===== src/rtl/regfile_wb_arbiter_if.sv =====
// Bundles the write-back producer, issue/decode and register-file-side signals
// of the write-back arbiter into one interface.
interface regfile_wb_arbiter_if #(
  parameter int DATA_W = 16,
  parameter int ADDR_W = 4
);
  localparam int NREG = 2 ** ADDR_W;

  logic              alu_valid;
  logic [ADDR_W-1:0] alu_rd;
  logic [DATA_W-1:0] alu_data;
  logic              alu_ready;

  logic              mem_valid;
  logic [ADDR_W-1:0] mem_rd;
  logic [DATA_W-1:0] mem_data;
  logic              mem_ready;

  logic              iss_valid;
  logic [ADDR_W-1:0] iss_rd;
  logic              iss_ready;

  logic [ADDR_W-1:0] rd_a1;
  logic [ADDR_W-1:0] rd_a2;
  logic              use_a1;
  logic              use_a2;
  logic              hazard;

  logic              regWrite;
  logic [ADDR_W-1:0] A3;
  logic [DATA_W-1:0] WD3;
  logic [NREG-1:0]   busy;
  logic              pc_wr_err;

  modport slave (
    input  alu_valid, alu_rd, alu_data, mem_valid, mem_rd, mem_data,
           iss_valid, iss_rd, rd_a1, rd_a2, use_a1, use_a2,
    output alu_ready, mem_ready, iss_ready, hazard,
           regWrite, A3, WD3, busy, pc_wr_err
  );

  modport master (
    output alu_valid, alu_rd, alu_data, mem_valid, mem_rd, mem_data,
           iss_valid, iss_rd, rd_a1, rd_a2, use_a1, use_a2,
    input  alu_ready, mem_ready, iss_ready, hazard,
           regWrite, A3, WD3, busy, pc_wr_err
  );
endinterface


===== src/rtl/regfile_wb_arbiter.sv =====
// Round-robin arbiter for the register file's single write port, plus a busy
// scoreboard that stalls WAW issue and flags read hazards to decode.
module regfile_wb_arbiter #(
  parameter int DATA_W = 16,
  parameter int ADDR_W = 4,
  parameter int PC_REG = 15
) (
  input  logic                  clk,
  input  logic                  rst,
  regfile_wb_arbiter_if.slave   bus
);
  localparam int NREG = 2 ** ADDR_W;
  localparam logic [ADDR_W-1:0] PC_ADDR = ADDR_W'(PC_REG);

  localparam logic GNT_ALU = 1'b0;
  localparam logic GNT_MEM = 1'b1;

  logic              last_grant_q, last_grant_d;
  logic              reg_write_q,  reg_write_d;
  logic [ADDR_W-1:0] a3_q,         a3_d;
  logic [DATA_W-1:0] wd3_q,        wd3_d;
  logic [NREG-1:0]   busy_q,       busy_d;
  logic              pc_err_q,     pc_err_d;

  logic              grant_alu, grant_mem, grant_any;
  logic [ADDR_W-1:0] sel_rd;
  logic [DATA_W-1:0] sel_data;
  logic              sel_is_pc;
  logic              iss_ready;

  // ALU wins contention unless it was the most recent grantee.
  assign grant_alu = bus.alu_valid & (~bus.mem_valid | (last_grant_q == GNT_MEM));
  assign grant_mem = bus.mem_valid & ~grant_alu;
  assign grant_any = grant_alu | grant_mem;

  assign sel_rd    = grant_alu ? bus.alu_rd   : bus.mem_rd;
  assign sel_data  = grant_alu ? bus.alu_data : bus.mem_data;
  assign sel_is_pc = (sel_rd == PC_ADDR);

  assign iss_ready = ~busy_q[bus.iss_rd] | (bus.iss_rd == PC_ADDR);

  assign bus.alu_ready = grant_alu;
  assign bus.mem_ready = grant_mem;
  assign bus.iss_ready = iss_ready;
  assign bus.hazard    = (bus.use_a1 & busy_q[bus.rd_a1]) |
                         (bus.use_a2 & busy_q[bus.rd_a2]);

  assign bus.regWrite  = reg_write_q;
  assign bus.A3        = a3_q;
  assign bus.WD3       = wd3_q;
  assign bus.busy      = busy_q;
  assign bus.pc_wr_err = pc_err_q;

  always_comb begin
    last_grant_d = last_grant_q;
    reg_write_d  = 1'b0;
    a3_d         = a3_q;
    wd3_d        = wd3_q;
    pc_err_d     = 1'b0;
    if (grant_any) begin
      last_grant_d = grant_mem ? GNT_MEM : GNT_ALU;
      pc_err_d     = sel_is_pc;
      // PC writes are consumed but never reach the file.
      if (!sel_is_pc) begin
        reg_write_d = 1'b1;
        a3_d        = sel_rd;
        wd3_d       = sel_data;
      end
    end
  end

  // Clear first so that a same-edge issue to the retiring register wins.
  always_comb begin
    busy_d = busy_q;
    if (reg_write_q)
      busy_d[a3_q] = 1'b0;
    if (bus.iss_valid && iss_ready && (bus.iss_rd != PC_ADDR))
      busy_d[bus.iss_rd] = 1'b1;
  end

  always_ff @(posedge clk) begin
    if (!rst) begin
      last_grant_q <= GNT_MEM;
      reg_write_q  <= 1'b0;
      a3_q         <= '0;
      wd3_q        <= '0;
      busy_q       <= '0;
      pc_err_q     <= 1'b0;
    end else begin
      last_grant_q <= last_grant_d;
      reg_write_q  <= reg_write_d;
      a3_q         <= a3_d;
      wd3_q        <= wd3_d;
      busy_q       <= busy_d;
      pc_err_q     <= pc_err_d;
    end
  end
endmodule


===== src/flat_wrapper.sv =====
// flat-port wrapper written by rule: the top's interface ports become plain ports
module regfile_wb_arbiter_flat 
#(
  parameter int DATA_W = 16,
  parameter int ADDR_W = 4,
  parameter int PC_REG = 15
)
  (clk, rst, bus_alu_valid, bus_alu_rd, bus_alu_data, bus_mem_valid, bus_mem_rd, bus_mem_data, bus_iss_valid, bus_iss_rd, bus_rd_a1, bus_rd_a2, bus_use_a1, bus_use_a2, bus_alu_ready, bus_mem_ready, bus_iss_ready, bus_hazard, bus_regWrite, bus_A3, bus_WD3, bus_busy, bus_pc_wr_err);
  regfile_wb_arbiter_if #(.DATA_W(DATA_W), .ADDR_W(ADDR_W)) bus_i ();
  input  logic clk;
  input  logic rst;
  input wire logic [$bits(bus_i.alu_valid)-1:0] bus_alu_valid;
  input wire logic [$bits(bus_i.alu_rd)-1:0] bus_alu_rd;
  input wire logic [$bits(bus_i.alu_data)-1:0] bus_alu_data;
  input wire logic [$bits(bus_i.mem_valid)-1:0] bus_mem_valid;
  input wire logic [$bits(bus_i.mem_rd)-1:0] bus_mem_rd;
  input wire logic [$bits(bus_i.mem_data)-1:0] bus_mem_data;
  input wire logic [$bits(bus_i.iss_valid)-1:0] bus_iss_valid;
  input wire logic [$bits(bus_i.iss_rd)-1:0] bus_iss_rd;
  input wire logic [$bits(bus_i.rd_a1)-1:0] bus_rd_a1;
  input wire logic [$bits(bus_i.rd_a2)-1:0] bus_rd_a2;
  input wire logic [$bits(bus_i.use_a1)-1:0] bus_use_a1;
  input wire logic [$bits(bus_i.use_a2)-1:0] bus_use_a2;
  output wire logic [$bits(bus_i.alu_ready)-1:0] bus_alu_ready;
  output wire logic [$bits(bus_i.mem_ready)-1:0] bus_mem_ready;
  output wire logic [$bits(bus_i.iss_ready)-1:0] bus_iss_ready;
  output wire logic [$bits(bus_i.hazard)-1:0] bus_hazard;
  output wire logic [$bits(bus_i.regWrite)-1:0] bus_regWrite;
  output wire logic [$bits(bus_i.A3)-1:0] bus_A3;
  output wire logic [$bits(bus_i.WD3)-1:0] bus_WD3;
  output wire logic [$bits(bus_i.busy)-1:0] bus_busy;
  output wire logic [$bits(bus_i.pc_wr_err)-1:0] bus_pc_wr_err;
  assign bus_i.alu_valid = bus_alu_valid;
  assign bus_i.alu_rd = bus_alu_rd;
  assign bus_i.alu_data = bus_alu_data;
  assign bus_i.mem_valid = bus_mem_valid;
  assign bus_i.mem_rd = bus_mem_rd;
  assign bus_i.mem_data = bus_mem_data;
  assign bus_i.iss_valid = bus_iss_valid;
  assign bus_i.iss_rd = bus_iss_rd;
  assign bus_i.rd_a1 = bus_rd_a1;
  assign bus_i.rd_a2 = bus_rd_a2;
  assign bus_i.use_a1 = bus_use_a1;
  assign bus_i.use_a2 = bus_use_a2;
  assign bus_alu_ready = bus_i.alu_ready;
  assign bus_mem_ready = bus_i.mem_ready;
  assign bus_iss_ready = bus_i.iss_ready;
  assign bus_hazard = bus_i.hazard;
  assign bus_regWrite = bus_i.regWrite;
  assign bus_A3 = bus_i.A3;
  assign bus_WD3 = bus_i.WD3;
  assign bus_busy = bus_i.busy;
  assign bus_pc_wr_err = bus_i.pc_wr_err;
  regfile_wb_arbiter #(.DATA_W(DATA_W), .ADDR_W(ADDR_W), .PC_REG(PC_REG)) u_core (.clk(clk), .rst(rst), .bus(bus_i));
endmodule

===== config.mk =====
export PLATFORM = sky130hd
export DESIGN_NAME = regfile_wb_arbiter_flat
export DESIGN_NICKNAME = d
export VERILOG_FILES = /design/src/rtl/regfile_wb_arbiter_if.sv /design/src/rtl/regfile_wb_arbiter.sv /design/src/flat_wrapper.sv
export SDC_FILE = /design/constraint.sdc
export NUM_CORES = 1
export LEC_CHECK = 0
export BUFFER_PORTS_ARGS = -buffer_cell sky130_fd_sc_hd__buf_2
export CORE_MARGIN = 2
export CORE_UTILIZATION = 24
export CTS_CLUSTER_DIAMETER = 40
export DETAILED_ROUTE_END_ITERATION = 12
export GPL_TIMING_DRIVEN = 0
export PLACE_DENSITY = 0.54
export SYNTH_ARGS = -nofsm -noshare
export SYNTH_HDL_FRONTEND = slang
export SYNTH_SLANG_ARGS = --single-unit

===== constraint.sdc =====
create_clock -name clk -period 2.15 [get_ports clk]
set_input_delay 0.3225 -clock clk [delete_from_list [all_inputs] [get_ports clk]]
set_output_delay 0.3225 -clock clk [all_outputs]
set_load 0.01 [all_outputs]

-- After elaboration in Yosys (flattened, before gate mapping)
Index checks and enable logic that the tools add are counted.
- flip-flop bits (word level): 39
- input port bits: 59
- output and inout bits: 42
- logic and storage cells: 52
- $lt $le $gt $ge: 6
- equal/unequal tests: 3
- multiplexer cells: 16
- bitwise logic cells: 15
- reductions and logical operators: 6
- operators by type and width (kind ; number):
    $mux 16 ; 3
    $lt 4x5->1 const B ; 4
    $and 16x16->16 ; 1
    $not 16->16 ; 1
    $or 16x16->16 ; 1
    $bmux 1 s4 ; 3
    $demux 1 s4 ; 2
    $eq 4x4->1 const B ; 2
    $ge 4x1->1 const B ; 2
    $mux 1 ; 7
    $and 1x1->1 ; 4
    $logic_and 1x1->1 ; 4
    $mux 4 ; 1
    $ne 4x4->1 const B ; 1
    $not 1->1 ; 4
    $or 1x1->1 ; 4
    $reduce_and 2->1 ; 2

-- Depth between registers and ports, before layout
Gate-level depths: netlist of run 1.
- depth in word-level cells: 9
- depth in mapped cells: 7
- gate-level depth less buffers: 5

-- Worst setup path before layout of run 1
OpenSTA, ideal clock, no wires.
- path kind: input to output
- start point: input bus_iss_rd[1]
- end point: output bus_iss_ready
- arrival time: 1438 ps
- required time: 1827 ps
- setup slack: 389 ps
- stages on the path: 5
- buffers on the path: 1
- path through: buf_4 > mux2_1 > o22ai_2 > or3_1 > mux2_2
- cells in the longest elaborated chain, start to end: 4
- elaborated cells on any way between the ends: 5
- classes of those cells: eq/ne (1); mux (2); bitwise (2)
- ends and longest elaborated chain (element ; line ; source):
    start: declaration ; flat_wrapper.sv:19 ; input wire logic [$bits(bus_i.iss_rd)-1:0] bus_iss_rd;
    $bmux 1 s4 ; regfile_wb_arbiter.sv:40 ; assign iss_ready = ~busy_q[bus.iss_rd] | (bus.iss_rd == PC_ADDR);
    $mux 1 (not written as such) ; regfile_wb_arbiter.sv:40 ;
    $not 1->1 ; regfile_wb_arbiter.sv:40 ;
    $or 1x1->1 * ; regfile_wb_arbiter.sv:40 ;
    end: declaration ; flat_wrapper.sv:26 ; output wire logic [$bits(bus_i.iss_ready)-1:0] bus_iss_ready;
Mark *: on every way between the ends. The rest lies on a longest branch, timed or not. The select of a mux whose other input is x is not followed.

-- Final worst setup path of run 1
- start point: register u_core.busy_q[4] (netlist: u_core.bus.busy[4])
- end point: output bus_iss_ready
- cells in the longest elaborated chain, start to end: 4
- ends and longest elaborated chain (element ; line ; source):
    start: declaration ; regfile_wb_arbiter.sv:22 ; logic [NREG-1:0] busy_q, busy_d;
    start signal: assignment ; regfile_wb_arbiter.sv:94 ; busy_q <= busy_d;
    $bmux 1 s4 ; regfile_wb_arbiter.sv:40 ;
    $mux 1 (not written as such) ; regfile_wb_arbiter.sv:40 ;
    $not 1->1 ; regfile_wb_arbiter.sv:40 ;
    $or 1x1->1 ; regfile_wb_arbiter.sv:40 ;
Every way passes these cells. The select of a mux whose other input is x is not followed.

==> results of run 1 <==
==> cells by family after synthesis <==
group	Yosys count
simple gates	115
compound gates	62
flops	39
buf+inv	20
mux	22
==> through the flow <==
stage	instances	utilization (%)	hold slack [ns]	area [um2]	total power, mW
after floorplan	258	-	0.460	2320	1.06
after detailed placement	485	31.9	0.532	2970	1.24
final	492	33.0	0.300	3070	1.72
after global routing	492	33.0	0.305	3070	1.81
after CTS	492	32.8	0.292	3060	1.74
after global placement	485	31.9	0.516	2970	1.24
==> per-layer routing <==
| layer | up-vias | routed length, um | global-route usage, % |
|---|---|---|---|
| met3 | 9 | 472 | 2.87 |
| met4 | 0 | 78 | 3.18 |
| met2 | 88 | 3130 | 21.6 |
| li1 | 1185 | - | - |
| met5 | - | 0 | 0 |
| met1 | 1074 | 3370 | 17.5 |
==> registers in the layout, indices dropped and copies added (netlist names) <==
name and count:
u_core.bus.WD3 16, u_core.bus.pc_wr_err 1, u_core.bus.busy 16, u_core.last_grant_q 1, u_core.bus.A3 4, u_core.bus.regWrite 1
==> power by group through the flow <==
| stage | combinational [mW] | clock (mW) | sequential, mW |
|---|---|---|---|
| CTS | 0.414 | 0.514 | 0.810 |
| detailed placement | 0.412 | 0 | 0.826 |
| global route | 0.454 | 0.543 | 0.818 |
| global placement | 0.409 | 0 | 0.826 |
| floorplan | 0.225 | 0 | 0.839 |
| finish | 0.408 | 0.499 | 0.810 |
==> worst min path at each step <==
stage / slack, ns / endpoint / cells past startpoint
final: 0.30 / u_core.bus.WD3[2]$_SDFFE_PN0P_ / 3
after global routing: 0.30 / u_core.bus.regWrite$_SDFF_PN0_ / 2
after CTS: 0.29 / u_core.bus.WD3[2]$_SDFFE_PN0P_ / 3
after detailed placement: 0.53 / u_core.bus.busy[15]$_SDFF_PN0_ / 1
after global placement: 0.52 / u_core.bus.busy[13]$_SDFF_PN0_ / 2
after floorplan: 0.46 / u_core.bus.regWrite$_SDFF_PN0_ / 1
==> final cells by class <==
| class | count | area (um2) | area share, % |
|---|---|---|---|
| well taps | 129 | 161 | 5.25 |
| plain buffers | 16 | 92.6 | 3.01 |
| repair buffers | 98 | 490 | 16.0 |
| inverters | 4 | 15.0 | 0.488 |
| clock buffers | 6 | 82.6 | 2.69 |
| flip-flops and latches | 39 | 792 | 25.8 |
| multi-input cells | 199 | 1440 | 46.7 |
| clock inverters | 1 | 5.00 | 0.163 |
==> synth_stat cells, drive strengths merged <==
| cell | count |
|---|---|
| buf | 8 |
| or3 | 1 |
| mux2i | 2 |
| a311oi | 16 |
| a211o | 1 |
| mux4 | 8 |
| clkinv | 1 |
| a32o | 4 |
| o21ai | 12 |
| nor3b | 1 |
| a41o | 1 |
| o211a | 3 |
| and3 | 3 |
| and2 | 1 |
| nor2b | 7 |
| or3b | 1 |
| nand4 | 3 |
| o22ai | 3 |
| nand2b | 3 |
| nor2 | 15 |
| and3b | 1 |
| or2 | 2 |
| o211ai | 3 |
| inv | 3 |
| nand3b | 4 |
| clkbuf | 8 |
| nand4b | 1 |
| a2111oi | 4 |
| mux2 | 12 |
| a31o | 3 |
| a21oi | 9 |
| dfxtp | 39 |
| o311a | 2 |
| nand3 | 3 |
| nor3 | 25 |
| a221o | 1 |
| nand2 | 44 |
==> worst max-delay path, delay by kind of cell (launching register included) <==
kind,cells,cell delay [ns]
buf+inv,1,0.14
compound gates,1,0.12
flops,1,0.41
simple gates,1,0.37
mux,2,0.44
==> impl_metrics.json, run 1 <==
{
  "grt_pass1_wl_um": 10900,
  "fmax_mhz": 480,
  "cts_max_path_buffers": 2,
  "synth-compound-area-share_pct": 23.3,
  "synth.distinct_cells": 45,
  "cp_cell_sequence": "mux2_1 > o22ai_2 > or3_1 > mux2_2 > buf_2",
  "netlist_instances": 258,
  "critPathLaunchType": "flip-flop",
  "dp_hpwl_um": 5550,
  "pre_cts_ws_ns": 0.187,
  "final_max_slew_viol_count": 0,
  "hold_violations": 0,
  "fin_ws_ns": 0.0662,
  "die_h_um": 102,
  "row_count": 35,
  "p_sw_uw": 514,
  "route.detailed.wl_per_inst_um": 14.3,
  "synthAdderAreaFrac_pct": 0,
  "cp_slowest_cell": "dfxtp_1",
  "synth.cell_area_um2": 2320,
  "worstSetupStartpoint": "u_core.bus.busy[4]$_SDFF_PN0_",
  "crit_fanout": 8,
  "r2r-end": "u_core.bus.WD3[1]$_SDFFE_PN0P_",
  "die_area_um2": 10500,
  "route.detailed.drc": 0,
  "clock_skew_ns": 0.00628,
  "slew_headroom_pct": 56.4,
  "yosys.area_share.simple_pct": 24.0,
  "hold_path_class": "input pin to flip-flop",
  "overflow": 0,
  "synth_top_cell_by_area": "dfxtp_1",
  "critPathRequiredTime_ns": 1.83,
  "p_leak_nw": 1.34,
  "worstSetupPathType": "flip-flop to primary output",
  "core-area_um2": 9330,
  "critPathMaxStageDelay_ns": 0.41,
  "area_growth_pct": 32.4,
  "detail-route-antenna-nets": 0,
  "initial_core_util_pct": 24.9,
  "critical_path_arrival_ns": 1.76,
  "root_buffer": "clkbuf_8",
  "nets": 422,
  "crit_path_end": "bus_iss_ready",
  "wirelength_um": 7050,
  "cts_tree": "yes",
  "synth.area.mux_share_pct": 14.4,
  "drt-initial-drc-count": 46,
  "cts_resized": 1,
  "syn_nets": 317,
  "grt_start_max_net_pins": 12,
  "ys_seq_area_share_pct": 33.6,
  "hp-start": "bus_alu_data[2]",
  "layout_commonest_cell": "buf_2",
  "p_comb_share_pct": 23.8,
  "clk_pin_slew_ns": 0.08,
  "avgSynthCellArea_um2": 9.00,
  "worstReg2RegStart": "u_core.last_grant_q$_SDFFE_PN1N_",
  "vias": 2356,
  "reg2reg_depth": 5,
  "drive_above_1_share_pct": 42.1,
  "clkPwrFrac_pct": 29.0,
  "first_global_vias": 2254,
  "clkSinkCount": 39,
  "period_share_pct": 96.9,
  "io_buffers": 98,
  "r2r_slack_ns": 0.52,
  "antenna_cells": 0,
  "rsz0062_at_grt": "false",
  "holdBufCountCts": 0,
  "dr.pass1.iters": 4,
  "end_kind": "primary output",
  "p_int_mw": 1.20,
  "place_congestion": 0.830,
  "ys_warn_count": 0,
  "swShare_pct": 29.9,
  "status": "finished, final reports clean",
  "seqPwrFrac_pct": 47.2,
  "die_w_um": 102,
  "ios": 101,
  "htree_levels": 2,
  "viasPerCell": 4.79,
  "worstMarginPinSlew_ns": 0.655,
  "antenna_found_initial": 0,
  "power_per_cell_area_nw_per_um2": 559,
  "cap_violations": 0,
  "final_cell_mix": "buf_2 (102), nand2_1 (44), dfxtp_1 (30)",
  "ir_drop_uv": 237,
  "nFillCells": 1007,
  "cts_buffers": 5,
  "grt_usage_pct": 13.1,
  "synth_top_family_by_area": "simple AND/OR/NAND/NOR gates",
  "period_needed_ns": 2.08,
  "synth-seq-cells": 39,
  "setup_tns_ns": 0,
  "post-cts-setup-buffer-count": 0,
  "ys_top_cells_by_area": "dfxtp_1 (34%), mux4_2 (7.8%), nand2_1 (7.1%)",
  "synthXorXnorAreaFrac_pct": 0,
  "worstSkewPairLatency_ns": 0.28,
  "synth_top_area_share_pct": 33.6,
  "setup_viol_count_final": 0
}
No activity file was read; power rests on OpenSTA's default activity.
==> inputs of run 2 (changes only) <==
==> constraint.sdc (replaced) <==
create_clock -name clk -period 2.15 [get_ports clk]
set_input_delay 0.3225 -clock clk [delete_from_list [all_inputs] [get_ports clk]]
set_output_delay 0.3225 -clock clk [all_outputs]
set_load 0.1 [all_outputs]
==> run 2 against run 1 <==
Net effect: clock-buffer cell count increased by 1; final cell count grew 0.20%; routed wire length up 3.1%; combinational power rose by 89%; critical path type unchanged; non-clock buffer count did not move; sequential share of layout area rose by 0.62 points; via count up 2.9%.
==> impl_metrics.json, run 2 (synthesized netlist as in run 1, its figures left out) <==
{
  "route.detailed.drc": 0,
  "clk_pin_slew_ns": 0.08,
  "antenna_found_initial": 0,
  "viasPerCell": 4.92,
  "crit_path_end": "bus_hazard",
  "setup_tns_ns": 0,
  "critical_path_arrival_ns": 1.78,
  "die_h_um": 102,
  "crit_fanout": 5,
  "area_growth_pct": 37.2,
  "period_needed_ns": 2.10,
  "p_leak_nw": 1.36,
  "multi_input_area_um2": 1460,
  "period_share_pct": 97.8,
  "critPathLaunchType": "flip-flop",
  "final_cell_mix": "buf_2 (97), nand2_1 (43), nor3_1 (25)",
  "drive_above_1_share_pct": 45.1,
  "nFillCells": 989,
  "htree_levels": 2,
  "worstSetupPathType": "flip-flop to primary output",
  "worstReg2RegStart": "u_core.last_grant_q$_SDFFE_PN1N_",
  "route.detailed.wl_per_inst_um": 14.7,
  "min_delay_path_depth": 3,
  "fin_ws_ns": 0.0482,
  "seq_area_um2": 841,
  "detail-route-antenna-nets": 0,
  "worstSkewPairLatency_ns": 0.29,
  "cts_buffers": 5,
  "grt_pass1_wl_um": 11500,
  "critPathRequiredTime_ns": 1.83,
  "final_max_slew_viol_count": 0,
  "hold_path_class": "input pin to flip-flop",
  "fin_util_pct": 34.2,
  "slew_headroom_pct": 61.4,
  "worstMarginPinSlew_ns": 0.579,
  "drt-initial-drc-count": 107,
  "cap_violations": 0,
  "root_buffer": "clkbuf_8",
  "dp_hpwl_um": 5630,
  "status": "finished, final reports clean",
  "fmax_mhz": 476,
  "ios": 101,
  "first_global_vias": 2307,
  "pre_cts_ws_ns": -0.0992,
  "grt_start_max_net_pins": 12,
  "cts_tree": "yes",
  "clkSinkCount": 39,
  "grt_usage_pct": 14.0,
  "io_buffers": 98,
  "r2r_slack_ns": 0.56,
  "end_kind": "primary output",
  "holdBufCountCts": 0,
  "worstSetupStartpoint": "u_core.bus.busy[7]$_SDFF_PN0_",
  "dr.pass1.iters": 4,
  "power_mw": 2.06,
  "design_area_um2": 3190,
  "row_count": 35,
  "nets": 422,
  "hold_violations": 0,
  "initial_core_util_pct": 24.9,
  "ir_drop_uv": 316,
  "overflow": 0,
  "dpl_cell_area_um2": 3030,
  "cts_max_path_buffers": 2,
  "reg2reg_depth": 5,
  "place_congestion": 0.786,
  "wirelength_um": 7270,
  "clock_skew_ns": 0.00818,
  "setup_viol_count_final": 0,
  "power_per_cell_area_nw_per_um2": 645,
  "die_w_um": 102,
  "r2r-end": "u_core.bus.A3[0]$_SDFFE_PN0P_",
  "layout_commonest_cell": "buf_2",
  "core-area_um2": 9330,
  "vias": 2424,
  "die_area_um2": 10500,
  "antenna_cells": 0,
  "rsz0062_at_grt": "true"
}
-- run 2: changes by cell type in the layout (fill, tap and decap cells not counted), sizes merged --
cell    previous run  this run
clkbuf            14        15
-- run 2: power by group --
| part | leakage (nW) | switching (mW) | internal, mW |
|---|---|---|---|
| clock network | 0.0422 | 0.258 | 0.228 |
| registers | 0.333 | 0.0445 | 0.752 |
| logic | 0.988 | 0.572 | 0.201 |
| total | 1.36 | 0.875 | 1.18 |
-- run 2: final cells by class --
type / instances / share of cell area [%]
Timing Repair Buffer: 98 / 16.3
Multi-Input combinational cell: 199 / 45.9
Sequential cell: 39 / 26.4
Tap cell: 129 / 5.06
Clock inverter: 1 / 0.157
Inverter: 4 / 0.550
Buffer: 16 / 3.18
Clock buffer: 7 / 2.39
-- run 2: repair_timing --
item                                    CTS  global route
pin swaps                                 0             1
gates cloned                              0             0
resized for setup                        14            11
setup buffers                             0             0
endpoints found under the setup margin    4             4
-- run 2: per-layer routing --
layer	GRT usage, %	routed length [um]
met5	0	0
met4	3.90	38
met1	18.3	3380
met2	23.7	3400
met3	2.53	449
-- run 2: worst min path at each step --
| stage | from | end |
|---|---|---|
| after global routing | bus_mem_valid | u_core.bus.regWrite$_SDFF_PN0_ |
| after global placement | u_core.bus.busy[15]$_SDFF_PN0_ | u_core.bus.busy[15]$_SDFF_PN0_ |
| final | bus_alu_data[4] | u_core.bus.WD3[4]$_SDFFE_PN0P_ |
| after detailed placement | u_core.bus.busy[15]$_SDFF_PN0_ | u_core.bus.busy[15]$_SDFF_PN0_ |
| after floorplan | bus_alu_valid | u_core.bus.regWrite$_SDFF_PN0_ |
| after CTS | bus_alu_data[4] | u_core.bus.WD3[4]$_SDFFE_PN0P_ |
-- run 2: worst max-delay path, cell delays in order, from the launching register on --
cell      delay (ns)
dfxtp_4         0.37
mux4_2          0.47
mux2_2          0.28
nand3b_1        0.08
nand4_1         0.09
buf_6           0.20
-- run 2: metrics by stage --
| step | std cells | hold WS [ns] |
|---|---|---|
| after CTS | 493 | 0.288 |
| final | 493 | 0.301 |
| after global placement | 485 | 0.505 |
| after global routing | 493 | 0.309 |
| after detailed placement | 485 | 0.507 |
| after floorplan | 258 | 0.460 |
==> inputs of run 3 (changes only) <==
--- a/config.mk
+++ b/config.mk
@@ -5,13 +5,13 @@
 export SDC_FILE = /design/constraint.sdc
 export NUM_CORES = 1
 export LEC_CHECK = 0
-export BUFFER_PORTS_ARGS = -buffer_cell sky130_fd_sc_hd__buf_2
 export CORE_MARGIN = 2
 export CORE_UTILIZATION = 24
 export CTS_CLUSTER_DIAMETER = 40
 export DETAILED_ROUTE_END_ITERATION = 12
+export DONT_BUFFER_PORTS = 1
 export GPL_TIMING_DRIVEN = 0
-export PLACE_DENSITY = 0.54
+export PLACE_DENSITY = 0.45
 export SYNTH_ARGS = -nofsm -noshare
 export SYNTH_HDL_FRONTEND = slang
 export SYNTH_SLANG_ARGS = --single-unit
==> run 3 against run 2 <==
Net effect: the run now ends with negative setup slack left; clock power rose by 23%; via count fell by 14%; non-clock buffer count fell by 98; maximum frequency fell by 27%; register-to-register slack got worse by 0.38 ns; sequential power rose by 42%; critical path depth fell by 1; combinational power fell by 59%.
==> impl_metrics.json, run 3 (synthesized netlist as in run 1, its figures left out) <==
{
  "die_w_um": 102,
  "cts_max_path_buffers": 2,
  "vias": 2083,
  "clk_pin_slew_ns": 0.10,
  "fin_util_pct": 28.8,
  "whs_ns": 0.168,
  "layout_commonest_cell": "nand2_1",
  "antenna_cells": 0,
  "dp_hpwl_um": 5430,
  "numPlacedInstances": 387,
  "power_mw": 2.04,
  "rsz0062_at_grt": "true",
  "cp_cell_sequence": "mux4_2 > mux2_4 > nand3b_1 > nand4_1",
  "die_h_um": 102,
  "detail-route-antenna-nets": 0,
  "viasPerCell": 5.27,
  "first_global_vias": 2003,
  "design_area_um2": 2690,
  "initial_core_util_pct": 24.9,
  "clock_skew_ns": 0.0264,
  "slew_headroom_pct": 16.6,
  "cts_buffers": 5,
  "wirelength_um": 7050,
  "worstSetupPathType": "flip-flop to primary output",
  "io_buffers": 0,
  "route.detailed.wl_per_inst_um": 17.8,
  "grt_pass1_wl_um": 10700,
  "nets": 324,
  "instances_no_fill": 395,
  "drive_above_1_share_pct": 26.3,
  "grt_start_max_net_pins": 15,
  "cp_slowest_cell": "nand4_1",
  "place_congestion": 0.778,
  "dr.pass1.iters": 4,
  "nFillCells": 1004,
  "setup_viol_count_final": 2,
  "status": "complete, but fails checks",
  "final_cell_mix": "nand2_1 (43), nor3_1 (25), dfxtp_1 (20)",
  "htree_levels": 2,
  "ios": 101,
  "pre_cts_ws_ns": -0.416,
  "worstSkewPairLatency_ns": 0.30,
  "critPathLaunchType": "flip-flop",
  "holdBufCountCts": 0,
  "root_buffer": "clkbuf_8",
  "end_kind": "primary output",
  "fin_ws_ns": -0.725,
  "power_per_cell_area_nw_per_um2": 760,
  "area_growth_pct": 15.7,
  "dpl_cell_area_um2": 2540,
  "final_max_slew_viol_count": 0,
  "critPathMaxStageDelay_ns": 0.92,
  "drt-initial-drc-count": 86,
  "crit_fanout": 5,
  "critical_path_arrival_ns": 2.55,
  "cap_violations": 0,
  "clkSinkCount": 39,
  "fmax_mhz": 348,
  "route.detailed.drc": 0,
  "critPathRequiredTime_ns": 1.83,
  "row_count": 35,
  "overflow": 0,
  "die_area_um2": 10500,
  "post-cts-setup-buffer-count": 0,
  "cts_tree": "yes",
  "hold_violations": 0,
  "setup_tns_ns": -0.913,
  "hold_path_class": "input pin to flip-flop",
  "antenna_found_initial": 0,
  "period_share_pct": 134,
  "grt_usage_pct": 13.2,
  "ir_drop_uv": 376,
  "worstMarginPinSlew_ns": 1.25,
  "violations": "negative setup slack",
  "core-area_um2": 9330,
  "p_leak_nw": 0.940,
  "period_needed_ns": 2.87
}
[run 3: changes by cell type in the layout (fill, tap and decap cells not counted), sizes merged]
cell	delta
buf	-99
inv	+2
clkinv	-1
[run 3: layout make-up]
| class | count | area [um2] | area share [%] |
|---|---|---|---|
| clock inverter | 2 | 15.0 | 0.559 |
| clock buffer | 6 | 93.8 | 3.49 |
| multi-input combinational | 199 | 1460 | 54.4 |
| sequential | 39 | 845 | 31.4 |
| tap | 129 | 161 | 6.01 |
| inverter | 4 | 15.0 | 0.559 |
| buffer | 16 | 95.1 | 3.54 |
[run 3: final timing paths]
check	start	to	cells after the start	slack, ns
worst max-delay path	u_core.bus.busy[7]$_SDFF_PN0_	bus_hazard	4	-0.72
worst min-delay path	bus_alu_data[15]	u_core.bus.WD3[15]$_SDFFE_PN0P_	2	0.17
worst max register to register	u_core.bus.A3[1]$_SDFFE_PN0P_	u_core.bus.busy[11]$_SDFF_PN0_	3	0.18
worst min register to register	u_core.last_grant_q$_SDFFE_PN1N_	u_core.last_grant_q$_SDFFE_PN1N_	1	0.55
[run 3: where the power goes]
part | internal, mW | leakage (nW) | switching [mW]
logic | 0.123 | 0.549 | 0.195
registers | 0.753 | 0.334 | 0.375
clock network | 0.304 | 0.0573 | 0.294
[run 3: what timing repair did]
| action | in CTS | in global routing |
|---|---|---|
| endpoints found under the setup margin | 5 | 7 |
| pin swaps | 2 | 2 |
| hold endpoints to repair | 0 | 0 |
| resized for setup | 7 | 7 |
[run 3: critical path: cells and delay by family, from the launching register on]
kind / cells / cell delay, ns
multiplexers: 2 / 0.79
flip-flops: 1 / 0.47
AND/OR/NAND/NOR: 2 / 1.00
[run 3: routing by layer]
| layer | part of all wire (%) | vias up | GRT usage [%] |
|---|---|---|---|
| met5 | 0 | - | 0 |
| met4 | 1.4 | 0 | 4.21 |
| met3 | 10 | 7 | 5.27 |
| met2 | 45 | 89 | 20.8 |
| met1 | 44 | 993 | 16.7 |
| li1 | - | 994 | - |
